$ cat src/rtl/add_arb_pkg.sv
// Shared constants for the add_arbiter slice: FSM state encoding, default sizes and Id width.
package add_arb_pkg;

    localparam int unsigned NREQ_DEF = 4;
    localparam int unsigned W_DEF    = 4;

    localparam logic [1:0] ST_IDLE = 2'd0;
    localparam logic [1:0] ST_CAP  = 2'd1;
    localparam logic [1:0] ST_RES  = 2'd2;

    // Id needs at least one bit even when only two requesters exist.
    function automatic int unsigned id_width(input int unsigned n);
        return (n > 2) ? $clog2(n) : 1;
    endfunction

    localparam int unsigned ID_W_DEF = id_width(NREQ_DEF);

endpackage

$ cat src/rtl/add_arb_pick.sv
// Combinational winner selection: searches req_i starting at ptr_i+1 (mod NREQ).
module add_arb_pick
    import add_arb_pkg::*;
#(
    parameter int unsigned NREQ = NREQ_DEF,
    parameter int unsigned IW   = ID_W_DEF
) (
    input  logic [NREQ-1:0] req_i,
    input  logic [IW-1:0]   ptr_i,
    output logic [NREQ-1:0] gnt_o,
    output logic [IW-1:0]   idx_o
);

    int unsigned j;

    // Walk from the farthest candidate to the nearest so the nearest asserted one wins.
    always_comb begin
        gnt_o = '0;
        idx_o = '0;
        j     = 0;
        for (int unsigned k = NREQ; k >= 1; k--) begin
            j = (32'(ptr_i) + k) % NREQ;
            if (req_i[j]) begin
                gnt_o    = '0;
                gnt_o[j] = 1'b1;
                idx_o    = IW'(j);
            end
        end
    end

endmodule

$ cat src/rtl/add_arbiter.sv
// Shared-adder arbiter: IDLE captures one requester's operands, CAP adds, RES retires.
// Define ADD_ARB_RR_EN for round-robin arbitration; default build is fixed priority.
module add_arbiter
    import add_arb_pkg::*;
#(
    parameter int unsigned NREQ = NREQ_DEF,
    parameter int unsigned W    = W_DEF,
    localparam int unsigned IW  = id_width(NREQ)
) (
    input  logic            Clk,
    input  logic            Rst,
    input  logic [NREQ-1:0] Req,
    input  logic [NREQ*W-1:0] A,
    input  logic [NREQ*W-1:0] B,
    output logic [NREQ-1:0] Gnt,
    output logic            Busy,
    output logic [W-1:0]    Sum,
    output logic            Overflow,
    output logic            Valid,
    output logic [IW-1:0]   Id
);

    logic [1:0]      state_q, state_d;
    logic [NREQ-1:0] gnt_q, gnt_d;
    logic [W-1:0]    a_q, a_d, b_q, b_d;
    logic [IW-1:0]   idx_q, idx_d;
    logic [W-1:0]    sum_q, sum_d;
    logic            ovf_q, ovf_d;
    logic            valid_q, valid_d;
    logic [IW-1:0]   id_q, id_d;

    logic [NREQ-1:0] pick_gnt;
    logic [IW-1:0]   pick_idx;
    logic [IW-1:0]   ptr;
    logic [W-1:0]    a_sel, b_sel;
    logic [W:0]      add_res;

`ifdef ADD_ARB_RR_EN
    logic [IW-1:0] ptr_q, ptr_d;
    assign ptr = ptr_q;
`else
    // Pointer pinned at NREQ-1 makes the search start at 0: lowest index wins.
    assign ptr = IW'(NREQ - 1);
`endif

    add_arb_pick #(
        .NREQ (NREQ),
        .IW   (IW)
    ) u_pick (
        .req_i (Req),
        .ptr_i (ptr),
        .gnt_o (pick_gnt),
        .idx_o (pick_idx)
    );

    always_comb begin
        a_sel = '0;
        b_sel = '0;
        for (int unsigned i = 0; i < NREQ; i++) begin
            if (pick_gnt[i]) begin
                a_sel = A[i*W +: W];
                b_sel = B[i*W +: W];
            end
        end
    end

    assign add_res = {1'b0, a_q} + {1'b0, b_q};

    always_comb begin
        state_d = state_q;
        gnt_d   = '0;
        a_d     = a_q;
        b_d     = b_q;
        idx_d   = idx_q;
        sum_d   = sum_q;
        ovf_d   = ovf_q;
        valid_d = 1'b0;
        id_d    = id_q;
`ifdef ADD_ARB_RR_EN
        ptr_d   = ptr_q;
`endif
        case (state_q)
            ST_IDLE: begin
                if (|Req) begin
                    state_d = ST_CAP;
                    gnt_d   = pick_gnt;
                    a_d     = a_sel;
                    b_d     = b_sel;
                    idx_d   = pick_idx;
`ifdef ADD_ARB_RR_EN
                    ptr_d   = pick_idx;
`endif
                end
            end
            ST_CAP: begin
                state_d        = ST_RES;
                {ovf_d, sum_d} = add_res;
                id_d           = idx_q;
                valid_d        = 1'b1;
            end
            ST_RES: begin
                state_d = ST_IDLE;
            end
            default: begin
                state_d = ST_IDLE;
            end
        endcase
    end

    always_ff @(posedge Clk or posedge Rst) begin
        if (Rst) begin
            state_q <= ST_IDLE;
            gnt_q   <= '0;
            a_q     <= '0;
            b_q     <= '0;
            idx_q   <= '0;
            sum_q   <= '0;
            ovf_q   <= 1'b0;
            valid_q <= 1'b0;
            id_q    <= '0;
        end else begin
            state_q <= state_d;
            gnt_q   <= gnt_d;
            a_q     <= a_d;
            b_q     <= b_d;
            idx_q   <= idx_d;
            sum_q   <= sum_d;
            ovf_q   <= ovf_d;
            valid_q <= valid_d;
            id_q    <= id_d;
        end
    end

`ifdef ADD_ARB_RR_EN
    always_ff @(posedge Clk or posedge Rst) begin
        if (Rst) begin
            ptr_q <= IW'(NREQ - 1);
        end else begin
            ptr_q <= ptr_d;
        end
    end
`endif

    assign Gnt      = gnt_q;
    assign Busy     = (state_q != ST_IDLE);
    assign Sum      = sum_q;
    assign Overflow = ovf_q;
    assign Valid    = valid_q;
    assign Id       = id_q;

endmodule

$ cat config.mk
export PLATFORM = sky130hd
export DESIGN_NAME = add_arbiter
export DESIGN_NICKNAME = d
export VERILOG_FILES = /design/src/rtl/add_arb_pkg.sv /design/src/rtl/add_arb_pick.sv /design/src/rtl/add_arbiter.sv
export SDC_FILE = /design/constraint.sdc
export NUM_CORES = 1
export LEC_CHECK = 0
export ABC_CLOCK_PERIOD_IN_PS = 1700
export BUFFER_PORTS_ARGS = -buffer_cell sky130_fd_sc_hd__buf_2
export CAP_MARGIN = 20
export CORE_ASPECT_RATIO = 1.5
export CORE_MARGIN = 2
export CORE_UTILIZATION = 35
export DETAILED_ROUTE_END_ITERATION = 6
export GPL_ROUTABILITY_DRIVEN = 0
export MAX_ROUTING_LAYER = met4
export PLACE_DENSITY = 0.64
export SLEW_MARGIN = 20
export SYNTH_ARGS = -nofsm -noshare
export SYNTH_HDL_FRONTEND = slang
export SYNTH_SLANG_ARGS = --single-unit
$ cat constraint.sdc
create_clock -name Clk -period 1.7 [get_ports Clk]
set_input_delay 0.17 -clock Clk [delete_from_list [all_inputs] [get_ports Clk]]
set_output_delay 0.17 -clock Clk [all_outputs]
set_load 0.05 [all_outputs]
---- Yosys cells after proc, flatten, opt, wreduce, memory -nomap -nowiden ----
Index checks and enable logic that the tools add are counted.
operators by class
  equal/unequal tests ..................... 2
  reductions and logical operators ........ 4
  muxes and demuxes ....................... 21
  add/subtract/negate cells ............... 1
operators with widths
  cell                                                              number
  4-bit 2-to-1 mux                                                  14
  2-bit 2-to-1 mux                                                  5
  4-bit by 4-bit adder with 5-bit output                            1
  2-bit one-hot mux with 2 select lines                             1
  4-bit OR reduction                                                1
  2-bit by 1-bit == test with 1-bit output (second input constant)  1
  2-bit logical NOT                                                 1
  2-bit inequality test (second input constant)                     1
  2-bit AND reduction                                               1
  2-bit nonzero test                                                1
  1-bit 2-to-1 mux                                                  1
storage, ports and cells
  output and inout bits ................... 13
  input port bits ......................... 38
  word-level logic and storage cells ...... 37
  register bits after elaboration ......... 24

---- Logic depth before layout (Yosys ltp) ----
Gate-level depths: netlist of run 1.
  depth in word-level cells ............... 8
  depth in mapped cells ................... 6
  depth with buffers taken out ............ 6

---- Hierarchy ----
A second synthesis of run 1 with hierarchy kept.
unflattened totals
  cells, all modules ...................... 200
  area, all modules ....................... 1759.2 um^2
by module, submodules not included
  module        area each (um^2)  seq. area each (um^2)  cells each  instances
  add_arbiter   1291.2            600.6                  140         1
  add_arb_pick  467.9             0.0                    60          1

---- Least setup slack after synthesis of run 1 ----
OpenSTA, ideal clock, no wires.
  path type ............................... flip-flop to flip-flop
  start ................................... register a_q[1]
  end ..................................... register sum_q[3] (netlist: Sum[3])
  stages on the path, launching flop included .. 6
  period minus slack after synthesis ...... 1299 ps
  setup slack ............................. 401 ps
  setup time .............................. 136 ps
  data required time ...................... 1564 ps
  arrival ................................. 1163 ps
  path buffers ............................ 0
  cells stage by stage .................... dfrtp_1 ha_1 a21o_1 a21oi_1 xor2_1 o21ai_0
on the way
  word-level cells in the longest chain between the ends .. 1
ends and longest elaborated chain
  item                                    line                source
  from (decl)                             add_arbiter.sv:25   logic [W-1:0] a_q, a_d, b_q, b_d;
  from (signal assigned)                  add_arbiter.sv:114  a_q <= '0;
  from (signal assigned)                  add_arbiter.sv:124  a_q <= a_d;
  4-bit by 4-bit adder with 5-bit output  add_arbiter.sv:67   assign add_res = {1'b0, a_q} + {1'b0, b_q};
  to (signal assigned)                    add_arbiter.sv:127  sum_q <= sum_d;
  to (decl)                               add_arbiter.sv:27   logic [W-1:0] sum_q, sum_d;
Every way passes these cells.
A chain may end at the register's enable or synchronous reset.

---- Final worst setup path of run 1 ----
  start ................................... register state_q[0]
  end ..................................... register b_q[0]
on the way
  word-level cells in the longest chain between the ends .. 2
ends and longest elaborated chain
  item                           line                source
  from (decl)                    add_arbiter.sv:23   logic [1:0] state_q, state_d;
  from (signal assigned)         add_arbiter.sv:122  state_q <= state_d;
  2-bit logical NOT              add_arbiter.sv:82   case (state_q)
  2-bit AND reduction (no line)  n/a
  to (signal assigned)           add_arbiter.sv:115  b_q <= '0;
  to (signal assigned)           add_arbiter.sv:125  b_q <= b_d;
  to (decl)                      add_arbiter.sv:25
Every way passes these cells.

==> flow_summary.html, run 1 <==
<table>
<tr><th>Metric</th><th>Value</th></tr>
<tr><th colspan="2">GRT</th></tr>
<tr><td>Overall fraction of global-route tracks in use</td><td>0.138</td></tr>
<tr><td>Wire length of the first global-routing pass</td><td>4880 um</td></tr>
<tr><td>GRT overflow</td><td>0</td></tr>
<tr><td>Number of global-route vias before repair</td><td>1,136</td></tr>
<tr><td>Pin count of the biggest net entering global routing</td><td>25</td></tr>
<tr><td>Initial antenna violation count</td><td>0</td></tr>
<tr><th colspan="2">Drt</th></tr>
<tr><td>WL final</td><td>2730 um</td></tr>
<tr><td>Routed vias/inst</td><td>4.68</td></tr>
<tr><td>Drt drc</td><td>0</td></tr>
<tr><td>Vias after detailed routing</td><td>1,147</td></tr>
<tr><td>Mean routed wirelength per cell</td><td>11.2 um</td></tr>
<tr><td>Drt pass-1 iters</td><td>4</td></tr>
<tr><td>Initial DRC Count</td><td>29</td></tr>
<tr><td>Antenna violation net count after detailed routing</td><td>0</td></tr>
<tr><th colspan="2">STA</th></tr>
<tr><td>Fmax achieved</td><td>689 MHz</td></tr>
<tr><td>Shortest clock period the worst path allows after layout</td><td>1450 ps</td></tr>
<tr><td>Max transition margin</td><td>0.655</td></tr>
<tr><td>Final slew viol count</td><td>0</td></tr>
<tr><td>Post-route clock skew</td><td>2.56 ps</td></tr>
<tr><td>Period utilization</td><td>0.854</td></tr>
<tr><td>Final hold violation count</td><td>0</td></tr>
<tr><td>Slew at the pin with the worst max-slew slack</td><td>517 ps</td></tr>
<tr><td>Total negative slack for setup checks</td><td>0 ps</td></tr>
<tr><td>Unrepaired setup endpoints after global routing</td><td>false</td></tr>
<tr><td>Setup violation total in the final timing report</td><td>0</td></tr>
<tr><td>Hold_ws</td><td>166 ps</td></tr>
<tr><th colspan="2">Yosys</th></tr>
<tr><td>Synth cell count leaders</td><td>24 x sky130_fd_sc_hd__dfrtp_1, 24 x sky130_fd_sc_hd__nand2_1, 14 x sky130_fd_sc_hd__a21oi_1, 14 x sky130_fd_sc_hd__nor2_1, 9 x sky130_fd_sc_hd__inv_1</td></tr>
<tr><td>Distinct cells, synth</td><td>34</td></tr>
<tr><td>Synth Register Bits</td><td>24</td></tr>
<tr><td>Post-Synthesis Mean Instance Area</td><td>9.19 um2</td></tr>
<tr><td>Cells taking the most area after synthesis</td><td>sky130_fd_sc_hd__dfrtp_1 43%, sky130_fd_sc_hd__nand2_1 6.4%, sky130_fd_sc_hd__a21oi_1 5.0%</td></tr>
<tr><td>Leading area contributor after synthesis</td><td>sky130_fd_sc_hd__dfrtp_1</td></tr>
<tr><td>Number of instances in the synthesized netlist</td><td>152</td></tr>
<tr><td>Synth warn</td><td>0</td></tr>
<tr><td>Post-synthesis sequential area ratio</td><td>0.430</td></tr>
<tr><td>Async SR Flop Fraction</td><td>1.00</td></tr>
<tr><td>Nets in the synthesized netlist</td><td>195</td></tr>
<tr><td>Post-synthesis instance area</td><td>1400 um2</td></tr>
<tr><td>Number of enable-type register cells in the synthesized netlist</td><td>0</td></tr>
<tr><td>Synth Flop Type</td><td>sky130_fd_sc_hd__dfrtp_1</td></tr>
<tr><td>Yosys top cell area share</td><td>0.430</td></tr>
<tr><th colspan="2">Floorplanning</th></tr>
<tr><td>I/O Pins</td><td>51</td></tr>
<tr><td>Starting density of the core</td><td>0.359</td></tr>
<tr><td>Area inside the core boundary</td><td>3890 um2</td></tr>
<tr><td>Full die area</td><td>4530 um2</td></tr>
<tr><td>Chip width</td><td>55.6 um</td></tr>
<tr><td>Number of core rows</td><td>28</td></tr>
<tr><td>Die outline height</td><td>81.4 um</td></tr>
<tr><th colspan="2">Clocking</th></tr>
<tr><td>Level count of the clock H-tree</td><td>1</td></tr>
<tr><td>CTS root buf</td><td>sky130_fd_sc_hd__clkbuf_8</td></tr>
<tr><td>Count of buffers added by post-CTS timing repair for setup</td><td>0</td></tr>
<tr><td>CTS clock-pin slew for the worst setup and hold paths</td><td>80 ps</td></tr>
<tr><td>CTS buffer count</td><td>3</td></tr>
<tr><td>Total of hold buffers inserted after clock tree synthesis</td><td>1</td></tr>
<tr><td>Post-cts gate resize count</td><td>0</td></tr>
<tr><td>Maximum count of clock buffers along a single path</td><td>2</td></tr>
<tr><td>CTS Sinks</td><td>24</td></tr>
<tr><td>Skew-Pair Late Insertion Delay</td><td>260 ps</td></tr>
<tr><td>Clock tree from TritonCTS</td><td>yes</td></tr>
<tr><th colspan="2">Critical path</th></tr>
<tr><td>Cells on worst reg2reg path</td><td>5</td></tr>
<tr><td>Sequence of cells on the critical path</td><td>nor2_2, inv_2, a21oi_4, o21ai_0, o22ai_2</td></tr>
<tr><td>Critical Path Fanout Max</td><td>17</td></tr>
<tr><td>Type of the worst setup path</td><td>register to register</td></tr>
<tr><td>Origin of the critical flop-to-flop path</td><td>state_q[0]</td></tr>
<tr><td>Worst setup EP type</td><td>register</td></tr>
<tr><td>First element of the critical path</td><td>state_q[0]</td></tr>
<tr><td>Startpoint type of the worst setup path</td><td>register</td></tr>
<tr><td>Worst endpoint data arrival time</td><td>1640 ps</td></tr>
<tr><td>Max incr delay on CP</td><td>390 ps</td></tr>
<tr><td>Worst EP required</td><td>1880 ps</td></tr>
<tr><td>R2R setup slack</td><td>250 ps</td></tr>
<tr><td>Standard cell with the maximum stage delay on the critical path</td><td>sky130_fd_sc_hd__dfrtp_1</td></tr>
<tr><th colspan="2">Pwr</th></tr>
<tr><td>Cell-internal power</td><td>1.63 mW</td></tr>
<tr><td>Net switching component of the power</td><td>1.32 mW</td></tr>
<tr><td>Maximum vdd ir drop</td><td>0.914 mV</td></tr>
<tr><td>Sequential power share</td><td>0.324</td></tr>
<tr><td>Total power density per cell area</td><td>1720 nW/um2</td></tr>
<tr><td>Static Leakage</td><td>0.896 nW</td></tr>
<tr><td>Clock Power Share</td><td>0.166</td></tr>
<tr><td>Switching share of power</td><td>0.446</td></tr>
<tr><td>Comb pwr share</td><td>0.510</td></tr>
<tr><th colspan="2">Layout</th></tr>
<tr><td>Post-layout nets</td><td>244</td></tr>
<tr><td>Area overhead of the layout relative to synthesis</td><td>22.6%</td></tr>
<tr><td>Count of inserted antenna diode cells</td><td>0</td></tr>
<tr><td>Count of fill cells added during filler insertion</td><td>406</td></tr>
<tr><td>Fraction of final layout cells sized beyond drive strength 1</td><td>0.325</td></tr>
<tr><th colspan="2">Run status</th></tr>
<tr><td>Outcome</td><td>completed</td></tr>
<tr><th colspan="2">Worst hold path</th></tr>
<tr><td>Hold wc startpoint</td><td>Req[0]</td></tr>
<tr><td>Depth of the worst hold-timing path</td><td>2</td></tr>
<tr><td>Kind of path behind the tightest hold check</td><td>primary input to register</td></tr>
<tr><th colspan="2">Placed design</th></tr>
<tr><td>Port buffer count</td><td>50</td></tr>
<tr><td>Detail Placement HPWL</td><td>2210 um</td></tr>
<tr><th colspan="2">Job</th></tr>
<tr><td>Max-cap violations</td><td>0</td></tr>
</table>
[state kept, by name (all words and copies together), names as in the netlist]
name / flops
Sum: 4
b_q: 4
a_q: 4
Gnt: 4
idx_q: 2
state_q: 2
Overflow: 1
Id: 2
Valid: 1
[cell usage in the layout, fill, tap and decap left out, types with 2 or more instances in the layout]
cell type                   n
sky130_fd_sc_hd__nand3_1    6
sky130_fd_sc_hd__o22ai_2    2
sky130_fd_sc_hd__nand2_1   24
sky130_fd_sc_hd__mux2i_1    6
sky130_fd_sc_hd__ha_1       4
sky130_fd_sc_hd__o21ai_1    6
sky130_fd_sc_hd__a21oi_1   14
sky130_fd_sc_hd__a31oi_1    2
sky130_fd_sc_hd__inv_1      9
sky130_fd_sc_hd__and2b_2    2
sky130_fd_sc_hd__o21ai_0    6
sky130_fd_sc_hd__a22oi_1    6
sky130_fd_sc_hd__buf_2     50
sky130_fd_sc_hd__nor2_1    14
sky130_fd_sc_hd__nor2_2     2
sky130_fd_sc_hd__dfrtp_1   24
sky130_fd_sc_hd__buf_4      2
sky130_fd_sc_hd__xor2_1     2
sky130_fd_sc_hd__clkbuf_8   3
[metrics by stage]
step / setup WS, ps / std cells / util / power (mW) / instance area, um2
detailed placement: 212 / 240 / 0.420 / 2.49 / 1630
global placement: 265 / 240 / 0.420 / 2.46 / 1630
global route: 51.4 / 245 / 0.440 / 3.19 / 1710
floorplan: 401 / 152 / - / 2.19 / 1400
CTS: 219 / 245 / 0.440 / 2.99 / 1710
finish: 248 / 245 / 0.440 / 2.95 / 1710
[cell families after synthesis]
logic type,share of synthesized area
multiplexers,0.0430
flip-flops,0.430
buffers and inverters,0.0895
AND/OR/NAND/NOR,0.200
adder cells (fa/ha/maj),0.0501
AO/OA/AOI/OAI,0.175
XOR/XNOR,0.0125
[area by class of cell]
class / instances / area (um2) / share of cell area
Clock buffer: 3 / 41.3 / 0.0241
Timing Repair Buffer: 53 / 275 / 0.161
Clock inverter: 1 / 30.0 / 0.0175
Tap cell: 45 / 56.3 / 0.0329
Inverter: 10 / 37.5 / 0.0219
Sequential cell: 24 / 601 / 0.351
Multi-Input combinational cell: 109 / 672 / 0.392
[critical path, delay by kind of cell (launching register included)]
family          cells  cell delay (ps)
buf+inv             1              100
compound gates      3              700
flops               1              390
simple gates        1              180
[path summary, 6_finish.rpt]
check                          to
max                        b_q[0]
min                        Gnt[1]
max reg2reg                b_q[0]
min reg2reg                Sum[0]
max in group asynchronous  a_q[2]
min in group asynchronous   Valid
[power groups by stage]
stage          Sequential, mW  Combinational, mW  Clock, mW
2_1_floorplan            1.32              0.868          0
3_3_place_gp            0.973               1.49          0
3_5_place_dp            0.973               1.51          0
4_1_cts                 0.960               1.53      0.501
5_1_grt                 0.998               1.68      0.515
6_report                0.957               1.50      0.490
[layer usage]
layer	routed length (um)	track usage	up-vias
met1	1120	0.144	498
met5	0	-	-
met2	1450	0.265	38
met3	127	0.0111	2
li1	-	-	609
met4	34	0.0585	0
Power figures use the tool's default switching activity.
==> inputs of run 2 (changes only) <==
CORE_UTILIZATION = 49   (was 35)
PLACE_DENSITY = 0.83   (was 0.64)
==> flow_summary.html, run 2 (synthesized netlist as in run 1, its figures left out) <==
<table>
<tr><th>Metric</th><th>Value</th></tr>
<tr><th colspan="2">Floorplanning</th></tr>
<tr><td>Area inside the core boundary</td><td>2710 um2</td></tr>
<tr><td>I/O Pins</td><td>51</td></tr>
<tr><td>Full die area</td><td>3300 um2</td></tr>
<tr><td>Die outline height</td><td>69.4 um</td></tr>
<tr><td>Chip width</td><td>47.6 um</td></tr>
<tr><td>Starting density of the core</td><td>0.517</td></tr>
<tr><td>Number of core rows</td><td>23</td></tr>
<tr><th colspan="2">Critical path</th></tr>
<tr><td>Worst setup EP type</td><td>register</td></tr>
<tr><td>Worst endpoint data arrival time</td><td>1680 ps</td></tr>
<tr><td>Standard cell with the maximum stage delay on the critical path</td><td>sky130_fd_sc_hd__dfrtp_1</td></tr>
<tr><td>Sequence of cells on the critical path</td><td>ha_1, a21o_1, a21oi_1, xor2_1, o21ai_0</td></tr>
<tr><td>Worst EP required</td><td>1830 ps</td></tr>
<tr><td>Type of the worst setup path</td><td>register to register</td></tr>
<tr><td>Cells on worst reg2reg path</td><td>5</td></tr>
<tr><td>Startpoint type of the worst setup path</td><td>register</td></tr>
<tr><td>Critical Path Fanout Max</td><td>3</td></tr>
<tr><td>Max incr delay on CP</td><td>400 ps</td></tr>
<tr><th colspan="2">STA</th></tr>
<tr><td>Shortest clock period the worst path allows after layout</td><td>1550 ps</td></tr>
<tr><td>Max transition margin</td><td>0.663</td></tr>
<tr><td>Fmax achieved</td><td>647 MHz</td></tr>
<tr><td>Total negative slack for setup checks</td><td>0 ps</td></tr>
<tr><td>Hold_ws</td><td>184 ps</td></tr>
<tr><td>Final slew viol count</td><td>0</td></tr>
<tr><td>Post-route clock skew</td><td>3.02 ps</td></tr>
<tr><td>Slew at the pin with the worst max-slew slack</td><td>505 ps</td></tr>
<tr><td>Setup violation total in the final timing report</td><td>0</td></tr>
<tr><td>Final hold violation count</td><td>0</td></tr>
<tr><td>Unrepaired setup endpoints after global routing</td><td>false</td></tr>
<tr><td>Final worst slack</td><td>155 ps</td></tr>
<tr><td>Period utilization</td><td>0.909</td></tr>
<tr><th colspan="2">Drt</th></tr>
<tr><td>Mean routed wirelength per cell</td><td>11.3 um</td></tr>
<tr><td>Drt pass-1 iters</td><td>4</td></tr>
<tr><td>Routed vias/inst</td><td>4.94</td></tr>
<tr><td>WL final</td><td>2680 um</td></tr>
<tr><td>Initial DRC Count</td><td>20</td></tr>
<tr><td>Drt drc</td><td>0</td></tr>
<tr><td>Vias after detailed routing</td><td>1,170</td></tr>
<tr><td>Antenna violation net count after detailed routing</td><td>0</td></tr>
<tr><th colspan="2">Clocking</th></tr>
<tr><td>CTS Sinks</td><td>24</td></tr>
<tr><td>Count of buffers added by post-CTS timing repair for setup</td><td>0</td></tr>
<tr><td>Total of hold buffers inserted after clock tree synthesis</td><td>1</td></tr>
<tr><td>Clock tree from TritonCTS</td><td>yes</td></tr>
<tr><td>Maximum count of clock buffers along a single path</td><td>2</td></tr>
<tr><td>CTS clock-pin slew for the worst setup and hold paths</td><td>80 ps</td></tr>
<tr><td>CTS root buf</td><td>sky130_fd_sc_hd__clkbuf_8</td></tr>
<tr><td>CTS buffer count</td><td>3</td></tr>
<tr><td>Level count of the clock H-tree</td><td>1</td></tr>
<tr><td>Post-cts gate resize count</td><td>0</td></tr>
<tr><td>Skew-Pair Late Insertion Delay</td><td>260 ps</td></tr>
<tr><th colspan="2">Layout</th></tr>
<tr><td>Fraction of final layout cells sized beyond drive strength 1</td><td>0.325</td></tr>
<tr><td>Post-layout nets</td><td>244</td></tr>
<tr><td>Most frequent standard cell in the layout excluding fill and tap cells</td><td>sky130_fd_sc_hd__buf_2</td></tr>
<tr><td>Count of inserted antenna diode cells</td><td>0</td></tr>
<tr><td>Area overhead of the layout relative to synthesis</td><td>20.7%</td></tr>
<tr><td>Most frequent cells in the layout</td><td>50 x sky130_fd_sc_hd__buf_2, 24 x sky130_fd_sc_hd__dfrtp_1, 24 x sky130_fd_sc_hd__nand2_1, 14 x sky130_fd_sc_hd__nor2_1, 14 x sky130_fd_sc_hd__a21oi_1</td></tr>
<tr><th colspan="2">GRT</th></tr>
<tr><td>GRT overflow</td><td>0</td></tr>
<tr><td>Initial antenna violation count</td><td>0</td></tr>
<tr><td>Overall fraction of global-route tracks in use</td><td>0.195</td></tr>
<tr><td>Pin count of the biggest net entering global routing</td><td>25</td></tr>
<tr><td>Wire length of the first global-routing pass</td><td>4710 um</td></tr>
<tr><td>Number of global-route vias before repair</td><td>1,140</td></tr>
<tr><th colspan="2">Pwr</th></tr>
<tr><td>Total power density per cell area</td><td>1700 nW/um2</td></tr>
<tr><td>Static Leakage</td><td>0.889 nW</td></tr>
<tr><td>Maximum vdd ir drop</td><td>0.913 mV</td></tr>
<tr><th colspan="2">Worst hold path</th></tr>
<tr><td>Kind of path behind the tightest hold check</td><td>primary input to register</td></tr>
<tr><td>Depth of the worst hold-timing path</td><td>2</td></tr>
<tr><th colspan="2">Placed design</th></tr>
<tr><td>Worst slack after detailed placement</td><td>228 ps</td></tr>
<tr><td>Detail Placement HPWL</td><td>2120 um</td></tr>
<tr><td>Port buffer count</td><td>50</td></tr>
<tr><th colspan="2">Run status</th></tr>
<tr><td>Outcome</td><td>completed</td></tr>
<tr><th colspan="2">Job</th></tr>
<tr><td>Max-cap violations</td><td>0</td></tr>
</table>
-- run 2: changes by cell type in the layout (fill, tap and decap cells not counted), sizes merged --
cell    delta
bufinv     -1
clkbuf     +1
-- run 2: report_power, final --
group,switching [mW],internal [mW],total (mW)
clock,0.168,0.207,0.374
sequential,0.131,0.829,0.960
combinational,1.04,0.496,1.54
-- run 2: area by class of cell --
cell class	count	area (um2)
repair buffers	53	275
well taps	37	46.3
flip-flops and latches	24	601
clock buffers	4	55.1
fillers	281	1020
multi-input cells	109	672
inverters	10	37.5
-- run 2: worst paths after layout --
path,from,to,slack (ps)
max,a_q[1],Sum[3],150
min,Req[0],Gnt[1],180
max reg2reg,a_q[1],Sum[3],150
min reg2reg,Id[1],Id[1],470
max in group asynchronous,Rst,idx_q[0],1000
min in group asynchronous,Rst,idx_q[1],480
-- run 2: worst max-delay path: cells and delay by family, from the launching register on --
kind            cells  cell delay, ps
compound gates      3             510
flops               1             400
fa+ha+maj           1             300
xor+xnor            1             200
-- run 2: through the flow --
step / std cells / total power [mW] / util / instance area (um2)
after CTS: 237 / 2.91 / 0.623 / 1690
after global routing: 237 / 3.12 / 0.623 / 1690
final: 237 / 2.87 / 0.623 / 1690
after global placement: 232 / 2.43 / 0.599 / 1620
after detailed placement: 232 / 2.50 / 0.599 / 1620
after floorplan: 152 / 2.19 / - / 1400
-- run 2: metal layers --
metal | part of all wire | vias up | global-route usage
met5 | 0 | - | -
met4 | 0.024 | 0 | 0.0931
met3 | 0.055 | 4 | 0.0156
met2 | 0.52 | 53 | 0.311
met1 | 0.40 | 506 | 0.239
li1 | - | 607 | -
==> inputs of run 3 (changes only) <==
CORE_UTILIZATION = 45   (was 49)
PLACE_DENSITY = 0.78   (was 0.83)
==> flow_summary.html, run 3 (synthesized netlist as in run 1, its figures left out) <==
<table>
<tr><th>Metric</th><th>Value</th></tr>
<tr><th colspan="2">Run status</th></tr>
<tr><td>Outcome</td><td>completed</td></tr>
<tr><th colspan="2">Layout</th></tr>
<tr><td>Fraction of final layout cells sized beyond drive strength 1</td><td>0.325</td></tr>
<tr><td>Final non-filler cell area</td><td>1690 um2</td></tr>
<tr><td>Fin util</td><td>0.574</td></tr>
<tr><td>Area overhead of the layout relative to synthesis</td><td>20.9%</td></tr>
<tr><td>Post-layout nets</td><td>244</td></tr>
<tr><td>Most frequent cells in the layout</td><td>50 x sky130_fd_sc_hd__buf_2, 24 x sky130_fd_sc_hd__dfrtp_1, 24 x sky130_fd_sc_hd__nand2_1, 14 x sky130_fd_sc_hd__nor2_1, 14 x sky130_fd_sc_hd__a21oi_1</td></tr>
<tr><td>Number of standard cells in the final layout excluding fillers</td><td>239</td></tr>
<tr><td>Count of fill cells added during filler insertion</td><td>287</td></tr>
<tr><td>Most frequent standard cell in the layout excluding fill and tap cells</td><td>sky130_fd_sc_hd__buf_2</td></tr>
<tr><td>Count of inserted antenna diode cells</td><td>0</td></tr>
<tr><th colspan="2">Job</th></tr>
<tr><td>Max-cap violations</td><td>0</td></tr>
<tr><th colspan="2">Clocking</th></tr>
<tr><td>Post-cts gate resize count</td><td>0</td></tr>
<tr><td>Maximum count of clock buffers along a single path</td><td>2</td></tr>
<tr><td>Clock tree from TritonCTS</td><td>yes</td></tr>
<tr><td>CTS buffer count</td><td>3</td></tr>
<tr><td>Skew-Pair Late Insertion Delay</td><td>260 ps</td></tr>
<tr><td>Level count of the clock H-tree</td><td>1</td></tr>
<tr><td>CTS root buf</td><td>sky130_fd_sc_hd__clkbuf_8</td></tr>
<tr><td>CTS Sinks</td><td>24</td></tr>
<tr><td>CTS clock-pin slew for the worst setup and hold paths</td><td>80 ps</td></tr>
<tr><th colspan="2">Critical path</th></tr>
<tr><td>Startpoint type of the worst setup path</td><td>register</td></tr>
<tr><td>Cells on worst reg2reg path</td><td>6</td></tr>
<tr><td>Worst setup EP type</td><td>register</td></tr>
<tr><td>Type of the worst setup path</td><td>register to register</td></tr>
<tr><td>Critical Path Fanout Max</td><td>2</td></tr>
<tr><td>Capturing point of the worst reg2reg path</td><td>Overflow</td></tr>
<tr><td>Worst endpoint data arrival time</td><td>1630 ps</td></tr>
<tr><td>Worst EP required</td><td>1890 ps</td></tr>
<tr><td>Origin of the critical flop-to-flop path</td><td>a_q[0]</td></tr>
<tr><td>R2R setup slack</td><td>260 ps</td></tr>
<tr><th colspan="2">Pwr</th></tr>
<tr><td>Total power density per cell area</td><td>1680 nW/um2</td></tr>
<tr><td>Maximum vdd ir drop</td><td>0.772 mV</td></tr>
<tr><td>Post-route total power</td><td>2.84 mW</td></tr>
<tr><td>Static Leakage</td><td>0.889 nW</td></tr>
<tr><th colspan="2">Floorplanning</th></tr>
<tr><td>I/O Pins</td><td>51</td></tr>
<tr><td>Die outline height</td><td>72.3 um</td></tr>
<tr><td>Number of core rows</td><td>24</td></tr>
<tr><td>Area inside the core boundary</td><td>2940 um2</td></tr>
<tr><td>Chip width</td><td>49.5 um</td></tr>
<tr><td>Full die area</td><td>3580 um2</td></tr>
<tr><td>Starting density of the core</td><td>0.475</td></tr>
<tr><th colspan="2">Drt</th></tr>
<tr><td>Routed vias/inst</td><td>4.83</td></tr>
<tr><td>Vias after detailed routing</td><td>1,155</td></tr>
<tr><td>Initial DRC Count</td><td>16</td></tr>
<tr><td>WL final</td><td>2630 um</td></tr>
<tr><td>Mean routed wirelength per cell</td><td>11.0 um</td></tr>
<tr><td>Drt drc</td><td>0</td></tr>
<tr><td>Antenna violation net count after detailed routing</td><td>0</td></tr>
<tr><td>Drt pass-1 iters</td><td>4</td></tr>
<tr><th colspan="2">Worst hold path</th></tr>
<tr><td>Hold wc startpoint</td><td>Req[0]</td></tr>
<tr><td>Depth of the worst hold-timing path</td><td>2</td></tr>
<tr><td>Hold worst-path end</td><td>Gnt[1]</td></tr>
<tr><td>Kind of path behind the tightest hold check</td><td>primary input to register</td></tr>
<tr><th colspan="2">STA</th></tr>
<tr><td>Fmax achieved</td><td>696 MHz</td></tr>
<tr><td>Final slew viol count</td><td>0</td></tr>
<tr><td>Shortest clock period the worst path allows after layout</td><td>1440 ps</td></tr>
<tr><td>Slew at the pin with the worst max-slew slack</td><td>512 ps</td></tr>
<tr><td>Setup violation total in the final timing report</td><td>0</td></tr>
<tr><td>Max transition margin</td><td>0.659</td></tr>
<tr><td>Period utilization</td><td>0.845</td></tr>
<tr><td>Unrepaired setup endpoints after global routing</td><td>false</td></tr>
<tr><td>Post-route clock skew</td><td>1.50 ps</td></tr>
<tr><td>Final worst slack</td><td>263 ps</td></tr>
<tr><td>Total negative slack for setup checks</td><td>0 ps</td></tr>
<tr><td>Hold_ws</td><td>186 ps</td></tr>
<tr><td>Final hold violation count</td><td>0</td></tr>
<tr><th colspan="2">GRT</th></tr>
<tr><td>Wire length of the first global-routing pass</td><td>4640 um</td></tr>
<tr><td>Pin count of the biggest net entering global routing</td><td>25</td></tr>
<tr><td>Number of global-route vias before repair</td><td>1,100</td></tr>
<tr><td>Initial antenna violation count</td><td>0</td></tr>
<tr><td>Overall fraction of global-route tracks in use</td><td>0.171</td></tr>
<tr><td>GRT overflow</td><td>0</td></tr>
<tr><th colspan="2">Placed design</th></tr>
<tr><td>Detail Placement HPWL</td><td>2140 um</td></tr>
<tr><td>Port buffer count</td><td>50</td></tr>
<tr><td>Placed cell count</td><td>234</td></tr>
<tr><td>Cell area after placement</td><td>1620 um2</td></tr>
<tr><td>Worst slack after detailed placement</td><td>254 ps</td></tr>
</table>
run 3: cell counts in the layout (fill, tap and decap cells not counted):
Identical to the previous run, type by type.
run 3: report_power, final:
part | internal, mW | switching, mW
Combinational | 0.495 | 1.00
Clock | 0.206 | 0.163
Sequential | 0.829 | 0.140
Total | 1.53 | 1.31
run 3: worst max path at each step:
stage	from	endpoint	slack, ps	depth (start not counted)
after detailed placement	Req[1]	b_q[3]	250	5
after CTS	a_q[0]	Overflow	240	6
after global placement	Req[1]	b_q[0]	290	5
after global routing	state_q[0]	b_q[0]	170	5
final	a_q[0]	Overflow	260	6
after floorplan	a_q[1]	Sum[3]	400	5
run 3: timing repair:
| item | CTS | global route |
|---|---|---|
| hold buffers | 1 | 0 |
| setup buffers | 0 | 0 |
| endpoints found under the hold margin | 24 | 0 |
run 3: cell type report:
class                           count  area (um2)  area share
Clock buffer                        4        55.1      0.0326
Inverter                           10        37.5      0.0222
Multi-Input combinational cell    109         672       0.398
Sequential cell                    24         601       0.356
Tap cell                           39        48.8      0.0289
Timing Repair Buffer               53         275       0.163
run 3: metal layers:
layer  vias up  part of all wire  global-route usage
met5         -                 0                   -
met4         0             0.014              0.0556
li1        613                 -                   -
met1       486              0.42               0.201
met3         5             0.064              0.0247
met2        51              0.50               0.299
run 3: worst max-delay path: stages (launching register included):
cell and delay, ps:
sky130_fd_sc_hd__dfrtp_1 370, sky130_fd_sc_hd__ha_1 210, sky130_fd_sc_hd__inv_1 60, sky130_fd_sc_hd__fa_1 390, sky130_fd_sc_hd__nor2b_1 110, sky130_fd_sc_hd__o21ai_0 90
sky130_fd_sc_hd__a21oi_1 130
